File: src/rtl/dff_arb_pkg.sv
// Shared types, default sizes and the round-robin search helper for the
// dff_bank_arbiter block.
package dff_arb_pkg;

   typedef enum logic {IDLE, GRANT} state_t;

   localparam int DEF_N_REQ    = 4;
   localparam int DEF_WIDTH    = 8;
   localparam int DEF_MAX_HOLD = 4;

   // Index of the first requester set in req, searching upward from ptr+1
   // and wrapping modulo n (n <= 8). If only ptr itself requests, ptr wins.
   // With no request at all, ptr is returned unchanged.
   function automatic logic [2:0] rr_next(input logic [7:0] req,
                                          input logic [2:0] ptr,
                                          input int         n);
      logic [2:0] idx;
      logic [2:0] win;
      logic       found;
      win   = ptr;
      found = 1'b0;
      for (int i = 1; i <= 8; i++) begin
         idx = 3'((int'(ptr) + i) % n);
         if ((i <= n) && !found && req[idx]) begin
            win   = idx;
            found = 1'b1;
         end
      end
      return win;
   endfunction

endpackage

File: src/rtl/dff_reg.sv
// WIDTH-bit D register with load enable; clears asynchronously to zero.
module dff_reg #(
   parameter int WIDTH = 8
) (
   input  logic             clk,
   input  logic             resetn,
   input  logic             en,
   input  logic [WIDTH-1:0] d,
   output logic [WIDTH-1:0] q
);

   // Bank storage: load d whenever the arbiter enables a write.
   always_ff @(posedge clk or negedge resetn) begin
      if (!resetn) begin
         q <= '0;
      end else if (en) begin
         q <= d;
      end
   end

endmodule

File: src/rtl/dff_bank_arbiter.sv
// Round-robin arbiter owning a single shared WIDTH-bit register bank.
// One requester is granted at a time; a granted, still-requesting
// requester writes its data at the edge and the grant then rotates.
// Optional feature: define DFF_ARB_LOCK_EN to let a grantee keep the bank
// for up to MAX_HOLD consecutive writes before the grant rotates.
module dff_bank_arbiter
   import dff_arb_pkg::*;
#(
   parameter int N_REQ    = DEF_N_REQ,
   parameter int WIDTH    = DEF_WIDTH,
   parameter int MAX_HOLD = DEF_MAX_HOLD
) (
   input  logic                     clk_i,
   input  logic                     resetn_i,
   input  logic [N_REQ-1:0]         req_i,
   input  logic [N_REQ*WIDTH-1:0]   data_i,
   output logic [N_REQ-1:0]         gnt_o,
   output logic [WIDTH-1:0]         q_o,
   output logic [$clog2(N_REQ)-1:0] owner_o,
   output logic                     upd_o
);

   localparam int IDX_W = $clog2(N_REQ);

   state_t           state;
   logic [IDX_W-1:0] rr_ptr;   // last grantee; equals the current grantee in GRANT
   logic [IDX_W-1:0] win;
   logic [7:0]       req_pad;
   logic             any_req;
   logic             wr_en;
   logic [WIDTH-1:0] wr_data;
   logic             keep;     // stay on the current grantee this edge

   assign req_pad = 8'(req_i);
   assign any_req = |req_i;
   assign win     = IDX_W'(rr_next(req_pad, 3'(rr_ptr), N_REQ));
   assign wr_en   = (state == GRANT) && req_i[rr_ptr];
   assign wr_data = data_i[int'(rr_ptr)*WIDTH +: WIDTH];

`ifdef DFF_ARB_LOCK_EN
   localparam int HOLD_W = (MAX_HOLD > 1) ? $clog2(MAX_HOLD) : 1;

   logic [HOLD_W-1:0] hold_cnt;

   assign keep = wr_en && (int'(hold_cnt) < MAX_HOLD - 1);

   // Consecutive-write counter: counts kept writes, clears on any rotation.
   always_ff @(posedge clk_i or negedge resetn_i) begin
      if (!resetn_i) begin
         hold_cnt <= '0;
      end else if (keep) begin
         hold_cnt <= hold_cnt + HOLD_W'(1);
      end else begin
         hold_cnt <= '0;
      end
   end
`else
   assign keep = 1'b0;
`endif

   // Arbitration FSM with registered grant, owner and update pulse.
   always_ff @(posedge clk_i or negedge resetn_i) begin
      if (!resetn_i) begin
         state   <= IDLE;
         gnt_o   <= '0;
         rr_ptr  <= IDX_W'(N_REQ - 1);
         owner_o <= '0;
         upd_o   <= 1'b0;
      end else begin
         upd_o <= wr_en;
         if (wr_en) begin
            owner_o <= rr_ptr;
         end
         case (state)
            IDLE: begin
               if (any_req) begin
                  state  <= GRANT;
                  gnt_o  <= N_REQ'(1) << win;
                  rr_ptr <= win;
               end
            end
            GRANT: begin
               if (keep) begin
                  state <= GRANT;
               end else if (!any_req) begin
                  state <= IDLE;
                  gnt_o <= '0;
               end else begin
                  gnt_o  <= N_REQ'(1) << win;
                  rr_ptr <= win;
               end
            end
            default: begin
               state <= IDLE;
               gnt_o <= '0;
            end
         endcase
      end
   end

   dff_reg #(
      .WIDTH (WIDTH)
   ) u_bank (
      .clk    (clk_i),
      .resetn (resetn_i),
      .en     (wr_en),
      .d      (wr_data),
      .q      (q_o)
   );

endmodule

File: config.mk
export PLATFORM = sky130hd
export DESIGN_NAME = dff_bank_arbiter
export DESIGN_NICKNAME = d
export VERILOG_FILES = /design/src/rtl/dff_arb_pkg.sv /design/src/rtl/dff_reg.sv /design/src/rtl/dff_bank_arbiter.sv
export SDC_FILE = /design/constraint.sdc
export NUM_CORES = 1
export LEC_CHECK = 0
export CORE_MARGIN = 1
export CORE_UTILIZATION = 44
export CTS_BUF_LIST = sky130_fd_sc_hd__clkbuf_4 sky130_fd_sc_hd__clkbuf_8
export DETAILED_ROUTE_END_ITERATION = 10
export GPL_TIMING_DRIVEN = 0
export PLACE_DENSITY = 0.88
export SKIP_CTS_REPAIR_TIMING = 1
export SLEW_MARGIN = 20
export SYNTH_ARGS = -nofsm -noshare
export SYNTH_HDL_FRONTEND = slang
export SYNTH_HIERARCHICAL = 1
export SYNTH_SLANG_ARGS = --single-unit
File: constraint.sdc
create_clock -name clk_i -period 2.55 [get_ports clk_i]
set_input_delay 0.765 -clock clk_i [delete_from_list [all_inputs] [get_ports clk_i]]
set_output_delay 0.765 -clock clk_i [all_outputs]
set_load 0.005 [all_outputs]
==> Yosys cells after proc, flatten, opt, wreduce, memory -nomap -nowiden <==
Cells that the tools add are included.
{ "op_classes": {"addsub": 4, "order_cmp": 5, "n_eq_ne": 1, "n_shift": 2, "mux": 22, "bitwise_logic": 5, "n_reduce_logical": 12} }
{ "op_table": {"columns": ["cell", "count"], "rows": [
  ["indexed part select 32 x 6 -> 8 bit", 1],
  ["less-than comparator 3 x 4 -> 1 bit, second input constant", 4],
  ["binary-select mux 1 bit (select 3 bit)", 4],
  ["2-to-1 mux 2 bit", 5],
  ["2-to-1 mux 1 bit", 9],
  ["2-to-1 mux 4 bit", 2],
  ["case mux 4 bit (2 select lines)", 1],
  ["OR reduction 2 bit", 4],
  ["adder 2 x 1 -> 2 bit, second input constant", 2],
  ["adder 2 bit, second input constant", 2],
  ["AND 1 bit, first input constant", 4],
  ["logical AND 1 bit", 4],
  ["OR reduction 4 bit", 1],
  ["<< shifter 1 x 2 -> 4 bit, first input constant", 1],
  ["logical NOT 1 bit", 3],
  ["less-than comparator 2 x 3 -> 1 bit, second input constant", 1],
  ["binary-select mux 1 bit (select 2 bit)", 1],
  ["inequality test 2 bit, second input constant", 1],
  ["inverter 1 bit", 1]
]} }
{ "totals": {"ff_bits": 18, "in_bits": 38, "output_inout_bits": 15, "wordCells": 57} }

==> Depth between registers and ports, before layout <==
{ "depth": {"depth_word": 18, "mapped_depth": 5, "ltp_nobuf": 5} }

==> Modules after synthesis <==
The synthesis kept the hierarchy.
{ "modules_own_cells": {"columns": ["mod", "n_inst", "cells_per_inst", "area_per_inst_um2", "seq_area_each_um2"], "rows": [
  ["dff_bank_arbiter", 1, 50, 689.4, 252.7],
  ["dff_reg", 1, 17, 331.6, 200.2]
]} }

==> Least setup slack after synthesis <==
No wires, ideal clock.
{ "synth_path": {"path_type": "in2reg", "from": "input port req_i[2]", "to": "register u_bank.q[0]", "setup_ns": 0.125, "t_arrival_ns": 1.722, "required_time_ns": 2.425, "path_slack_ns": 0.703, "path_stages": 5, "path_buffers": 1, "cell_sequence": "nor2b_1 -> a211oi_1 -> a211oi_2 -> buf_6 -> mux2_4"} }
{ "synth_via": {"elab_chain_cells": 3} }
{ "synth_rtl": {"columns": ["element", "line_no", "text"], "rows": [
  ["start: declaration", "dff_bank_arbiter.sv:15", "input logic [N_REQ-1:0] req_i,"],
  ["binary-select mux 1 bit (select 2 bit)", "dff_bank_arbiter.sv:37", "assign wr_en = (state == GRANT) && req_i[rr_ptr];"],
  ["2-to-1 mux 1 bit (not written as such)", "dff_bank_arbiter.sv:37", null],
  ["logical AND 1 bit", "dff_bank_arbiter.sv:37", null],
  ["named net wr_en", "dff_bank_arbiter.sv:30", "logic wr_en;"],
  ["end signal: assignment", "dff_reg.sv:15", "q <= '0;"],
  ["end signal: assignment", "dff_reg.sv:17", "q <= d;"],
  ["end: declaration", "dff_reg.sv:9", "output logic [WIDTH-1:0] q"]
]} }
The timed path passes the listed nets, and every way through them passes these cells. The select of a mux whose other input is x is not followed.
A chain may end at the register's enable or synchronous reset.

==> Worst setup path after layout <==
{ "layout_path": {"from": "input port req_i[2]", "to": "register u_bank.q[3]"} }
Same word-level chain as after synthesis.

==> summary.txt <==
STA
  • WHS: 522 ps
  • Tightest Pin Transition: 809 ps
  • Max Freq: 437 MHz
  • Clk_skew: 2.16 ps
  • Unrepaired setup endpoints after global routing: no
  • Fin. Hold Viols: 0
  • Max_slew headroom: 45.9%
  • Final slew viol count: 0
  • Final worst-path cycle share: 89.7%
  • # setup viols final: 0
  • Fin crit period: 2290 ps

Critical path
  • CP Capture Type: register
  • Worst-path maximum fanout: 8
  • Worst path max stage delay: 560 ps
  • Worst-path cell chain: clkdlybuf4s50_1 > nor2b_1 > a211oi_1 > a211oi_2 > buf_6 > mux2_4
  • Crit path DAT: 2470 ps
  • Setup crit start kind: input port
  • Critical path class: in -> reg
  • Worst EP required: 2730 ps
  • Critical path's slowest cell: clkdlybuf4s50_1

Drt
  • Aggregate routed wire length: 2510 µm
  • Drt initial violations: 15
  • Vias per Instance: 5.40
  • DRT Pass-1 Iters: 4
  • Residual DRC: 0
  • WL/cell: 16.6 µm
  • Post-DRT Antenna Nets: 0
  • Vias after detailed routing: 815

Finish
  • Area of the multi-input gates: 527 µm²
  • Fill count: 147
  • Post-layout util: 73.3%
  • Commonest cells after routing, fill and taps aside: clkdlybuf4s50_1 (52), dfrtp_1 (16), mux2_4 (8)
  • Layout cell share with drive strength beyond 1: 26.0%
  • Layout area overhead: 57.4%
  • Commonest non-fill, non-tap cell in the layout: clkdlybuf4s50_1
  • Final nets: 162
  • Reg area: 453 µm²
  • Diodes inserted: 0

Clock network
  • Clk root buf: clkbuf_4
  • CTS HTree Levels: 1
  • Num CTS Buffers: 3
  • Clock-pin slew on the worst setup and hold paths: 90 ps
  • TritonCTS clock tree: yes
  • Clock sink count: 18
  • Worst skew pair latency: 290 ps
  • Clock buffer depth: 2

Job
  • Total of max-cap violations: 0

Floorplan
  • Die area: 0.00252 mm²
  • Vert. Die Dim: 50.2 µm
  • Initial Utilization: 46.6%
  • CORE AREA: 0.00219 mm²
  • FP Rows: 17
  • Boundary Pins: 53
  • Die W: 50.2 µm

Power
  • Peak supply drop: 693 µV
  • Final Total Pwr: 1.67 mW
  • Leak: 0.658 nW
  • Power density cells: 1040 mW/mm²

Global route
  • GRT Overall Usage: 21.9%
  • Global-route wire length before repair: 4020 µm
  • Vias in the first global route: 890
  • Largest net degree at the start of global routing: 19
  • Grt ovf: 0
  • Antenna violations before repair: 0

Status
  • Run status: finished clean

Yosys
  • Sequential share of the synthesized area: 44.4%
  • Count of cell types in the netlist: 30
  • Post-synthesis instance area: 0.00102 mm²
  • Synth Register Bits: 18
  • Ys Warns: 6
  • Mapped Nets: 105
  • Post-Syn Area per Cell: 15.2 µm²
  • Syn Inst Count: 67

Placed design
  • Port bufs: 52
  • HPWL after detailed placement: 1980 µm
  • RePlAce Congestion: 0.691

Worst hold path
  • Worst min path class: reg -> reg
power by group:
| part | internal (mW) | switching [mW] | total, mW |
|---|---|---|---|
| clock network | 0.0715 | 0.0813 | 0.153 |
| registers | 0.436 | 0.0815 | 0.517 |
| logic | 0.638 | 0.364 | 1.00 |
state kept, by name (all words and copies together), names as in the netlist:
register / flops
u_bank/q: 8
state: 1
rr_ptr: 2
gnt_o: 4
owner_o: 2
upd_o: 1
cell families (layout without fill, tap and decap cells):
| family | Yosys count | count (layout) | synth area share (%) |
|---|---|---|---|
| muxes | 18 | 18 | 31.9 |
| AOI/OAI and AO/OA | 13 | 13 | 13.2 |
| and+or+nand+nor | 10 | 10 | 6.49 |
| DFF | 18 | 18 | 44.4 |
| buffers and inverters | 8 | 64 | 4.04 |
synth_stat cells:
library cell / number / area share, %
nand2b_1: 1 / 0.61
clkbuf_4: 1 / 0.74
inv_1: 3 / 1.1
o21ai_2: 2 / 1.7
mux4_2: 7 / 15
a31o_1: 2 / 1.7
and3_1: 2 / 1.2
nor2_1: 1 / 0.37
mux2_4: 8 / 12
mux2_1: 1 / 1.1
a221oi_4: 1 / 2.6
buf_6: 1 / 1.1
o31ai_2: 1 / 1.2
or2b_1: 2 / 1.5
o211ai_1: 1 / 0.74
mux2i_1: 1 / 0.98
inv_2: 2 / 0.74
a211oi_1: 1 / 0.74
o31ai_1: 1 / 0.74
a21oi_2: 1 / 0.86
buf_1: 1 / 0.37
dfstp_2: 2 / 5.1
dfrtp_1: 16 / 39
a211oi_2: 1 / 1.2
o21a_1: 1 / 0.74
nand3_1: 2 / 0.98
mux4_1: 1 / 2.6
nor2b_1: 1 / 0.61
o32a_1: 1 / 0.98
nor4_2: 1 / 1.2
metal layers:
layer,global-route usage [%],vias to the layer above,part of all wire (%)
li1,-,373,-
met1,25.0,398,41
met2,38.0,39,50
met3,6.97,5,8.5
met4,7.62,0,1.0
met5,0,-,0
through the flow:
| step | setup WS [ps] | setup TNS (ps) | area (µm²) | cells |
|---|---|---|---|---|
| 2_1_floorplan | 703 | 0 | 1020 | 67 |
| 3_3_place_gp | 34.3 | 0 | 1580 | 147 |
| 3_5_place_dp | -52.3 | -364 | 1580 | 147 |
| 4_1_cts | 263 | 0 | 1610 | 151 |
| 5_1_grt | 184 | 0 | 1610 | 151 |
| 6_report | 262 | 0 | 1610 | 151 |
worst paths after layout:
kind / startpoint / end / slack (ps) / cells after the start
worst max-delay path: req_i[2] / u_bank/q[3] / 260 / 6
worst min-delay path: owner_o[0] / owner_o[0] / 520 / 1
worst max register to register: rr_ptr[1] / u_bank/q[2] / 700 / 3
worst min register to register: owner_o[0] / owner_o[0] / 520 / 1
max in group asynchronous: resetn_i / owner_o[1] / 1120 / 1
min in group asynchronous: resetn_i / u_bank/q[6] / 940 / 1
layout make-up:
cell class,instances,area share [%]
multi-input combinational,41,32.8
timing repair buffer,52,32.4
sequential,18,28.2
tap,28,2.18
clock buffer,4,1.87
buffer,3,1.40
inverter,5,1.17
worst max-delay path: cells and delay by family:
kind	cells	cell delay, ps
multiplexers	1	310
buffers and inverters	2	780
AO/OA/AOI/OAI	2	440
AND/OR/NAND/NOR	1	170
Power figures use the tool's default switching activity.
